$ cat config.mk
export PLATFORM = sky130hd
export DESIGN_NAME = iserdes_bitslip_ctrl
export DESIGN_NICKNAME = d
export VERILOG_FILES = /design/src/rtl/iserdes_bitslip_ctrl.sv
export SDC_FILE = /design/constraint.sdc
export NUM_CORES = 1
export LEC_CHECK = 0
export BUFFER_PORTS_ARGS = -buffer_cell sky130_fd_sc_hd__buf_2
export CAP_MARGIN = 20
export CORE_AREA = 2 2 76 49
export CTS_CLUSTER_DIAMETER = 60
export DETAILED_ROUTE_END_ITERATION = 6
export DIE_AREA = 0 0 78 51
export GPL_TIMING_DRIVEN = 0
export PLACE_DENSITY_LB_ADDON = 0.1
export SLEW_MARGIN = 15
export SYNTH_ARGS = -nofsm -noshare
export SYNTH_HDL_FRONTEND = slang
export SYNTH_SLANG_ARGS = --single-unit
export TNS_END_PERCENT = 100
$ cat constraint.sdc
create_clock -name clkdiv_i -period 3 [get_ports clkdiv_i]
set_input_delay 0.6 -clock clkdiv_i [delete_from_list [all_inputs] [get_ports clkdiv_i]]
set_output_delay 0.6 -clock clkdiv_i [all_outputs]
set_load 0.02 [all_outputs]
$ cat src/rtl/iserdes_bitslip_ctrl.sv
// Word-alignment controller for an ISERDES2 deserializer (CLKDIV domain).
// Slips the word until TRAIN_PATTERN is seen LOCK_COUNT times, then watches for loss of lock.
module iserdes_bitslip_ctrl #(
   parameter int unsigned                DATA_WIDTH    = 4,
   parameter logic [DATA_WIDTH-1:0]      TRAIN_PATTERN = 4'b1100,
   parameter int unsigned                SETTLE_CYCLES = 3,
   parameter int unsigned                LOCK_COUNT    = 8,
   parameter int unsigned                MAX_SLIPS     = 3,
   parameter int unsigned                UNLOCK_THRESH = 4
) (
   input  logic                  clkdiv_i,
   input  logic                  rst_n_i,
   input  logic                  start_i,
   input  logic [DATA_WIDTH-1:0] data_i,
   input  logic                  data_valid_i,
   output logic                  bitslip_o,
   output logic                  busy_o,
   output logic                  locked_o,
   output logic                  error_o,
   output logic [3:0]            slip_count_o,
   output logic [2:0]            state_o
);

   generate
      if (DATA_WIDTH < 1 || DATA_WIDTH > 8 || SETTLE_CYCLES < 1 || SETTLE_CYCLES > 15 ||
          LOCK_COUNT < 1 || LOCK_COUNT > 255 || MAX_SLIPS > 15 ||
          UNLOCK_THRESH < 1 || UNLOCK_THRESH > 15) begin : g_bad_param
         $error("iserdes_bitslip_ctrl: parameter out of range");
      end
   endgenerate

   typedef enum logic [2:0] {
      S_IDLE   = 3'd0,
      S_SETTLE = 3'd1,
      S_CHECK  = 3'd2,
      S_SLIP   = 3'd3,
      S_LOCKED = 3'd4,
      S_FAIL   = 3'd5
   } state_t;

   localparam logic [3:0] SETTLE_LAST = 4'(SETTLE_CYCLES - 1);
   localparam logic [7:0] LOCK_LAST   = 8'(LOCK_COUNT - 1);
   localparam logic [3:0] UNLOCK_LAST = 4'(UNLOCK_THRESH - 1);
   localparam logic [3:0] SLIP_LIMIT  = 4'(MAX_SLIPS);

   state_t     state_q, state_d;
   logic [3:0] settle_q, settle_d;
   logic [7:0] match_q, match_d;
   logic [3:0] mism_q, mism_d;
   logic [3:0] slip_q, slip_d;
   logic       error_q, error_d;
   logic       bitslip_q, busy_q, locked_q;
   logic       word_ok;

   // data_valid_i qualifies data_i: a word is compared only in a cycle where it is high;
   // there is no backpressure, so every valid word is consumed in the cycle it appears.
   assign word_ok = (data_i == TRAIN_PATTERN);

   always_comb begin
      state_d  = state_q;
      settle_d = settle_q;
      match_d  = match_q;
      mism_d   = mism_q;
      slip_d   = slip_q;
      error_d  = error_q;
      case (state_q)
         S_IDLE: begin
            if (start_i) begin
               state_d  = S_SETTLE;
               settle_d = 4'd0;
               match_d  = 8'd0;
               mism_d   = 4'd0;
               slip_d   = 4'd0;
               error_d  = 1'b0;
            end
         end
         S_SETTLE: begin
            match_d = 8'd0;
            if (settle_q == SETTLE_LAST) begin
               state_d  = S_CHECK;
               settle_d = 4'd0;
            end else begin
               settle_d = settle_q + 4'd1;
            end
         end
         S_CHECK: begin
            if (data_valid_i) begin
               if (word_ok) begin
                  if (match_q == LOCK_LAST) begin
                     state_d = S_LOCKED;
                     match_d = 8'd0;
                     mism_d  = 4'd0;
                  end else begin
                     match_d = match_q + 8'd1;
                  end
               end else begin
                  match_d = 8'd0;
                  if (slip_q < SLIP_LIMIT) begin
                     state_d = S_SLIP;
                     slip_d  = (slip_q == 4'hF) ? 4'hF : slip_q + 4'd1;
                  end else begin
                     state_d = S_FAIL;
                     error_d = 1'b1;
                  end
               end
            end
         end
         S_SLIP: begin
            state_d  = S_SETTLE;
            settle_d = 4'd0;
         end
         S_LOCKED: begin
            // A fresh START wins over a retrain triggered in the same cycle.
            if (start_i) begin
               state_d  = S_SETTLE;
               settle_d = 4'd0;
               mism_d   = 4'd0;
               slip_d   = 4'd0;
            end else if (data_valid_i) begin
               if (word_ok) begin
                  mism_d = 4'd0;
               end else if (mism_q == UNLOCK_LAST) begin
                  state_d  = S_SETTLE;
                  settle_d = 4'd0;
                  mism_d   = 4'd0;
                  slip_d   = 4'd0;
               end else begin
                  mism_d = mism_q + 4'd1;
               end
            end
         end
         S_FAIL: begin
            if (start_i) begin
               state_d  = S_SETTLE;
               settle_d = 4'd0;
               mism_d   = 4'd0;
               slip_d   = 4'd0;
               error_d  = 1'b0;
            end
         end
         default: state_d = S_IDLE;
      endcase
   end

   always_ff @(posedge clkdiv_i or negedge rst_n_i) begin
      if (!rst_n_i) begin
         state_q   <= S_IDLE;
         settle_q  <= 4'd0;
         match_q   <= 8'd0;
         mism_q    <= 4'd0;
         slip_q    <= 4'd0;
         error_q   <= 1'b0;
         bitslip_q <= 1'b0;
         busy_q    <= 1'b0;
         locked_q  <= 1'b0;
      end else begin
         state_q   <= state_d;
         settle_q  <= settle_d;
         match_q   <= match_d;
         mism_q    <= mism_d;
         slip_q    <= slip_d;
         error_q   <= error_d;
         bitslip_q <= (state_d == S_SLIP);
         busy_q    <= (state_d == S_SETTLE) || (state_d == S_CHECK) || (state_d == S_SLIP);
         locked_q  <= (state_d == S_LOCKED);
      end
   end

   assign bitslip_o    = bitslip_q;
   assign busy_o       = busy_q;
   assign locked_o     = locked_q;
   assign error_o      = error_q;
   assign slip_count_o = slip_q;
   assign state_o      = state_q;

endmodule

* Word-level counts from Yosys, hierarchy flattened
Index checks and enable logic that the tools add are counted.
** Word-level totals
- Bits in registers :: 27
- Input bits :: 8
- Output and inout bits :: 11
- Word-level logic and storage cells :: 93
** Cells by class
- Add/subtract/negate cells :: 4
- Magnitude comparators :: 1
- Equality and inequality tests :: 25
- Mux-type cells :: 41
- Reductions and logical operators :: 13
** Operators with widths (count)
- $mux W4 :: 17
- $mux W8 :: 4
- $mux W3 :: 10
- $pmux W4 S3 :: 2
- $pmux W8 S3 :: 1
- $pmux W4 S4 :: 1
- $pmux W3 S5 :: 1
- $ne A2 B2 Y1 const B :: 7
- $add A4 B1 Y4 const B :: 3
- $eq A3 B2 Y1 const B :: 4
- $reduce_and A5 Y1 :: 2
- $eq A3 B3 Y1 const B :: 3
- $ne A3 B3 Y1 const B :: 3
- $add A8 B1 Y8 const B :: 1
- $eq A4 B2 Y1 const B :: 2
- $eq A4 B4 Y1 const B :: 2
- $eq A8 B3 Y1 const B :: 1
- $reduce_and A8 Y1 :: 1
- $eq A3 B1 Y1 const B :: 2
- $reduce_and A6 Y1 :: 1
- $reduce_bool A3 Y1 :: 2
- $lt A4 B2 Y1 const B :: 1
- $mux W1 :: 4
- $reduce_bool A4 Y1 :: 1
- 7 further kinds :: 8

* Depth between registers and ports, before layout
Gate-level depths: netlist of run 1.
- Depth after elaboration :: 9
- Gate-level depth with buffers :: 7
- Mapped depth without buffers :: 7

* Worst setup path before layout of run 1
Ideal clock, no wire load.
- Path kind :: flip-flop to flip-flop
- Start :: register state_q[0], in the netlist state_o[0]
- End :: register settle_q[2]
- Library setup time :: 118 ps
- Data arrival time :: 2038 ps
- Data required time :: 2882 ps
- Path slack :: 844 ps
- Cell stages (with the launch flop) :: 6
- Path buffers :: 0
- Period minus slack after synthesis :: 2156 ps
- Cells stage by stage :: dfrtp_1 -> or4b_4 -> or4b_4 -> and3_4 -> o21bai_1 -> a21o_1
** Between the ends
- Word-level cells in the longest chain between the ends :: 4
- Elaborated cells on any way between the ends :: 13
- Those cells by class :: eq/ne: 8; mux: 1; reduce/logical: 4
** RTL lines
- start, declared :: line 46 : state_t state_q, state_d;
- start signal, assigned :: line 157 : state_q <= state_d;
- $eq A3 B3 Y1 / $logic_not A3 Y1 (equally long branches) :: line 66 : case (state_q)
- $reduce_or A2 Y1 (no source line)
- $ne A2 B1 Y1 (no source line) / $reduce_bool A4 Y1 (equally long branches)
- $reduce_and A5 Y1 (no source line)
- end signal, assigned :: line 158 : settle_q <= settle_d;
- end, declared :: line 47 : logic [3:0] settle_q, settle_d;
Parallel ways exist; a longest one is shown, timed or not.
A chain may end at the register's enable or synchronous reset.

* Worst setup path in the final report of run 1
- Start :: register mism_q[0]
- End :: register settle_q[2]
** Between the ends
- Word-level cells in the longest chain between the ends :: 3
** RTL lines
- start, declared :: line 49 : logic [3:0] mism_q, mism_d;
- start signal, assigned :: line 160 : mism_q <= mism_d;
- $eq A4 B2 Y1 :: line 122 : end else if (mism_q == UNLOCK_LAST) begin
- $ne A3 B3 Y1 (no source line)
- $reduce_and A5 Y1 (no source line)
Every way passes these cells.

==> metrics.md, run 1 <==
| Metric | Value |
|---|---|
| Cell taking the most area after synthesis | `dfrtp_1` |
| DR vias | `1311` |
| Minimum clock period | `2.26 ns` |
| Status | `finished clean` |
| Cells after synthesis | `160` |
| Vias in the first global route | `1245` |
| Hpwl dp | `between 2 and 3 mm` |
| Mapped Avg Cell Area | `9.72 µm²` |
| Largest net degree at the start of global routing | `28` |
| CP endpoint kind | `flip-flop` |
| IO Port Bufs | `18` |
| Critical path class | `flip-flop to flip-flop` |
| Final setup TNS | `0 ns` |
| Sequential fraction of the synthesis area | `43.4%` |
| Commonest cells post-synth | `dfrtp_1, nand2_1, o21ai_1` |
| Post-synth EDFFs | `0` |
| Final #Nets | `196` |
| CTS resizes | `0` |
| Fin Hold WS | `~0.32 ns` |
| Yosys reg bits | `27` |
| Antenna Nets Post-Route | `0` |
| Synth warnings | `0` |
| Row count | `17` |
| Die W | `78 µm` |
| Total power | `1080 µW` |
| CP startpoint kind | `flip-flop` |
| H-tree levels | `1` |
| Number of distinct library cells after synthesis | `46` |
| Total track usage | `19.3%` |
| Post-DR vias/cell | `around 5.7` |
| Share of cells above drive strength 1 | `18.1%` |
| Avg WL per Cell | `around 15 µm` |
| GPL Wtd Cong | `0.876` |
| Final hold vios | `0` |
| Clk_skew | `~0.0038 ns` |
| Max Cap Viol | `0` |
| Worst Path Required | `3.18 ns` |
| Inserted Clock Buffers | `3` |
| RSZ-0062 raised after global routing | `false` |
| Final setup viols | `0` |
| Slew HR | `58.9%` |
| DRC Markers | `0` |
| Initial antenna violation count | `0` |
| Final WS setup | `0.739 ns` |
| Die area | `a little under 4000 µm²` |
| Share of the synthesized area in the top cell type | `between 40% and 50%` |
| Syn-to-layout area delta | `12.6%` |
| Reg2Reg Setup Slack | `0.74 ns` |
| Post-CTS Setup Bufs | `0` |
| Post-synth net total | `173` |
| TritonCTS clock tree | `done` |
| PwrDens | `615 nW/µm²` |
| Worst EP arrival | `approximately 2.4 ns` |
| DR iter-0 viols | `55` |
| Final WL | `3.41 mm` |
| Clock-pin transition on the worst setup and hold timing paths | `0.09 ns` |
| Root Buffer | `clkbuf_8` |
| Gr ovfl total | `0` |
| Hold Path Class | `primary input to asynchronous set/reset pin` |
| Worst slew pin tran | `between 0.6 and 0.7 ns` |
| Effective utilization at floorplan | `45.7%` |
| Area contributors post-synth | `dfrtp_1, nand2_1, ha_1` |
| CTS Buffer Depth | `2` |
| Fill count | `318` |
| Maximum vdd drop | `between 0.3 and 0.4 mV` |
| FMAX | `442 MHz` |
| Crit share post-route | `between 70% and 80%` |
| Max-slew violations | `0` |
| Ys flop type | `dfrtp_1` |
| Crit-path max FO | `4` |
| Synth Cell Area | `1560 µm²` |
| Cts hold-fix bufs | `0` |
| Pre-CTS WS | `0.677 ns` |
| Die Ht | `~50 µm` |
| Count leader, synth | `dfrtp_1` |
| First-pass GRT wire length | `around 6 mm` |
| Synth async-reset ratio | `100%` |
| Ant. Diodes | `0` |
| Top-level I/O count | `19` |
| Clk_lat worst skew | `0.27 ns` |
| Sink Count | `27` |
| Placeable Area | `3400 µm²` |
| Leak pwr | `0.000804 µW` |
| First-pass DRT Iterations | `4` |
==> cell usage in the layout, fill, tap and decap left out, types with 2 or more instances in the layout <==
cell      netlist  routed
nor2b_1         3       3
dfrtp_1        27      27
and2_1          5       5
o21ai_0         8       8
o31ai_1         7       7
nand3b_1        3       3
clkbuf_8        0       3
o21bai_1        2       2
nand3_1         8       8
nand2b_1        3       3
a21o_1          2       2
nor2_1          6       6
buf_2           0      18
a22o_1          4       4
and3_1          2       2
or4b_4          2       2
a21oi_1         2       2
nor4_1          2       2
o21ai_1        12      12
nor3_1          4       4
inv_1           3       3
o22ai_1         2       2
nand2_1        17      17
or3_1           2       2
ha_1            5       5
nor3b_1         7       7
==> kinds of logic (layout without fill, tap and decap cells) <==
logic type	count (synthesis)	in the layout	share of synthesized area (%)
adder cells (fa/ha/maj)	5	5	4.02
AND/OR/NAND/NOR	76	76	30.8
flip-flops	27	27	43.4
XOR/XNOR	1	1	0.563
buffers and inverters	7	29	2.74
multiplexers	1	1	0.644
AO/OA/AOI/OAI	43	43	17.8
==> through the flow <==
stage | cells | util [%] | area [µm²]
after floorplan | 160 | - | 1560
after global placement | 225 | 50.1 | 1700
after detailed placement | 225 | 50.1 | 1700
after CTS | 229 | 51.4 | 1750
after global routing | 229 | 51.4 | 1750
final | 229 | 51.4 | 1750
==> layout make-up <==
class	instances	area, µm²	share of cell area [%]
Clock buffer	3	41.3	2.36
Inverter	3	11.3	0.643
Timing Repair Buffer	18	90.1	5.15
Multi-Input combinational cell	126	837	47.8
Tap cell	47	58.8	3.36
Buffer	4	31.3	1.79
Sequential cell	27	676	38.6
Clock inverter	1	5.00	0.286
==> registers in the layout (all words and copies together) (netlist names) <==
name / cells
slip_count_o: 4
error_o: 1
bitslip_o: 1
locked_o: 1
settle_q: 4
state_o: 3
match_q: 8
mism_q: 4
busy_o: 1
==> per-layer routing <==
metal / part of all wire (%) / up-vias / track usage (%)
li1: - / 648 / -
met1: 51 / 627 / 28.1
met2: 43 / 34 / 28.7
met3: 5.8 / 2 / 5.12
met4: 0.62 / 0 / 4.39
met5: 0 / - / 0
==> critical path, stage by stage, from the launching register on <==
cell and delay [ns]:
dfrtp_1 0.41, ha_1 0.22, or4b_4 0.49, or4b_4 0.54, and3_4 0.18, o21bai_1 0.15
a21o_1 0.17
==> path summary, 6_finish.rpt <==
path | start | endpoint | depth (start not counted)
worst max-delay path | mism_q[0] | settle_q[2] | 6
worst min-delay path | rst_n_i | match_q[5] | 1
worst max register to register | mism_q[0] | settle_q[2] | 6
worst min register to register | match_q[7] | match_q[7] | 1
max in group asynchronous | rst_n_i | slip_count_o[3] | 1
min in group clkdiv_i | match_q[7] | match_q[7] | 1
==> report_power, final <==
part	internal (µW)	switching, µW
sequential	417	53.8
clock	93.1	114
combinational	163	236
No activity file was read; power rests on OpenSTA's default activity.
==> run 2: changes to the inputs <==
==> constraint.sdc (replaced) <==
create_clock -name clkdiv_i -period 2.2 [get_ports clkdiv_i]
set_input_delay 0.44 -clock clkdiv_i [delete_from_list [all_inputs] [get_ports clkdiv_i]]
set_output_delay 0.44 -clock clkdiv_i [all_outputs]
set_load 0.02 [all_outputs]
==> run 2 against run 1 <==
Effect of this change:
- flip-flop and latch count is the same
- setup slack lost 0.70 ns
- via count rose by 2.4%
- final area up 4.1%
- clock-buffer cell count stayed put
- maximum frequency up 4.5%
- non-clock buffer count is 5 higher
- sequential power up 38%
- largest power group unchanged
==> metrics.md, run 2 (synthesized netlist as in run 1, its figures left out) <==
| Metric | Value |
|---|---|
| Status | `finished clean` |
| DR iter-0 viols | `86 (+56%)` |
| Inserted Clock Buffers | `3 (unchanged)` |
| Die area | `3980 µm² (unchanged)` |
| First-pass DRT Iterations | `4 (unchanged)` |
| Antenna Nets Post-Route | `0 (unchanged)` |
| RSZ-0062 raised after global routing | `true` |
| Clk_skew | `0.00350 ns (-0.000328 ns)` |
| Final #Nets | `201 (+2.6%)` |
| Cts hold-fix bufs | `0 (unchanged)` |
| PwrDens | `826 nW/µm² (+34%)` |
| Final setup viols | `0 (unchanged)` |
| TritonCTS clock tree | `done` |
| Post-Layout Inst Area | `1820 µm² (+4.1%)` |
| Slew HR | `59.2% (+0.30 points)` |
| Total power | `1510 µW (+40%)` |
| Reg area | `677 µm² (+0.19%)` |
| Top-level I/O count | `19 (unchanged)` |
| Worst Path Required | `2.38 ns (-0.80 ns)` |
| Switching Share | `37.4% (-0.091 points)` |
| Max-slew violations | `0 (unchanged)` |
| Critical path class | `flip-flop to flip-flop` |
| Largest Register | `match_q` |
| Crit share post-route | `98.3% (+23 points)` |
| Post-DR vias/cell | `5.74 (+0.18%)` |
| IO Port Bufs | `18 (unchanged)` |
| Clk_lat worst skew | `0.27 ns (about the same)` |
| CTS Buffer Depth | `2 (unchanged)` |
| Die Ht | `51 µm (unchanged)` |
| CP startpoint kind | `flip-flop` |
| Sink Count | `27 (unchanged)` |
| Syn-to-layout area delta | `17.2%` |
| Share of cells above drive strength 1 | `23.0% (+4.9 points)` |
| Clock Power Share | `19.0% (-0.3 points)` |
| Layout Cells excl Fill | `234 (+2.2%)` |
| Worst slew pin tran | `0.612 ns (+0.00113 ns)` |
| Maximum vdd drop | `0.554 mV (+39%)` |
| CP endpoint kind | `flip-flop` |
| Row count | `17 (unchanged)` |
| FMAX | `462 MHz (+4.5%)` |
| DR vias | `1342 (+2.4%)` |
| Reg2Reg Setup Slack | `0.04 ns (-0.70 ns)` |
| Int Pwr | `942 µW (+40%)` |
| Fill count | `313 (-1.6%)` |
| Avg WL per Cell | `15.1 µm (+1.6%)` |
| Initial antenna violation count | `0 (unchanged)` |
| Leak pwr | `0.000830 µW (+3.3%)` |
| Post-DP Area | `1700 µm² (unchanged)` |
| Commonest cells after routing, fill and taps aside | `dfrtp_1, buf_2, nand2_1, o21ai_1` |
| Die W | `78 µm (unchanged)` |
| Max Cap Viol | `0 (unchanged)` |
| Final hold vios | `0 (unchanged)` |
| DRC Markers | `0 (unchanged)` |
| Net Sw Power | `564 µW (+39%)` |
| Effective utilization at floorplan | `45.7% (unchanged)` |
| Root Buffer | `clkbuf_8` |
| Commonest non-fill, non-tap cell in the layout | `dfrtp_1` |
| Worst EP arrival | `2.34 ns (-0.10 ns)` |
| GPL Wtd Cong | `0.876 (unchanged)` |
| Final WL | `3.54 mm (+3.8%)` |
| Ant. Diodes | `0 (unchanged)` |
| Combinational power share | `38.0% (+1.0 points)` |
| Gr ovfl total | `0 (unchanged)` |
| DP Cell Count | `225 (unchanged)` |
| Hold Path Class | `primary input to asynchronous set/reset pin` |
| Placeable Area | `3400 µm² (unchanged)` |
| Hpwl dp | `2.54 mm (unchanged)` |
| Vias in the first global route | `1248 (+0.24%)` |
| Fin Hold WS | `0.166 ns (-0.157 ns)` |
| Reg power frac | `43.0% (-0.7 points)` |
| First-pass GRT wire length | `6.09 mm (+0.80%)` |
| Largest net degree at the start of global routing | `28 (unchanged)` |
| H-tree levels | `1 (unchanged)` |
| Max FFs per register | `8 (unchanged)` |
| Clock-pin transition on the worst setup and hold timing paths | `0.10 ns (about the same)` |
| Total track usage | `19.5% (+0.20 points)` |
| Minimum clock period | `2.16 ns (-0.0977 ns)` |
| Crit-path max FO | `4 (unchanged)` |
| Area taken by multi-input logic gates | `871 µm² (+4.0%)` |
run 2: area by class of cell:
| type | instances | area share, % |
|---|---|---|
| buffer | 4 | 1.72 |
| inverter | 3 | 0.618 |
| tap | 47 | 3.23 |
| multi-input combinational | 126 | 47.8 |
| timing repair buffer | 23 | 7.00 |
| clock inverter | 1 | 0.275 |
| clock buffer | 3 | 2.26 |
| sequential | 27 | 37.1 |
run 2: final timing paths:
path	startpoint	end	depth (start not counted)
min reg2reg	match_q[0]	match_q[0]	1
max reg2reg	mism_q[1]	settle_q[2]	6
max	mism_q[1]	settle_q[2]	6
min	rst_n_i	match_q[5]	1
max in group asynchronous	rst_n_i	state_o[0]	1
min in group clkdiv_i	match_q[0]	match_q[0]	1
run 2: repair_timing:
item,in CTS,in global routing
pin swaps,0,3
endpoints found under the hold margin,0,0
setup endpoints to repair,1,9
cloned,0,0
resized for setup,1,6
buffers inserted,2,3
run 2: per-layer routing:
metal  vias to the layer above  share of wire [%]  track usage [%]
met5                         -                  0                0
met4                         0               0.48             4.39
li1                        656                  -                -
met3                         2                6.2             5.12
met1                       643                 50             29.0
met2                        41                 43             28.4
run 2: metrics by stage:
stage / utilization, % / setup TNS (ns) / setup slack (ns)
floorplan: - / 0 / 0.0443
global placement: 50.1 / -0.0152 / -0.0152
detailed placement: 50.1 / -0.0270 / -0.0270
CTS: 51.9 / 0 / 0.0153
global route: 53.6 / -0.0606 / -0.0314
finish: 53.6 / 0 / 0.0364
run 2: worst max-delay path, cell delays in order, from the launching register on:
cell	delay, ns
dfrtp_1	0.40
ha_4	0.16
or4b_4	0.47
or4b_4	0.56
and3_4	0.18
o21bai_1	0.14
a21o_1	0.15
run 2: power groups by stage:
stage | Combinational [µW] | Clock [µW] | Sequential, µW
2_1_floorplan | 345 | 0 | 689
3_3_place_gp | 525 | 0 | 648
3_5_place_dp | 541 | 0 | 651
4_1_cts | 545 | 296 | 642
5_1_grt | 640 | 323 | 657
6_report | 572 | 286 | 648
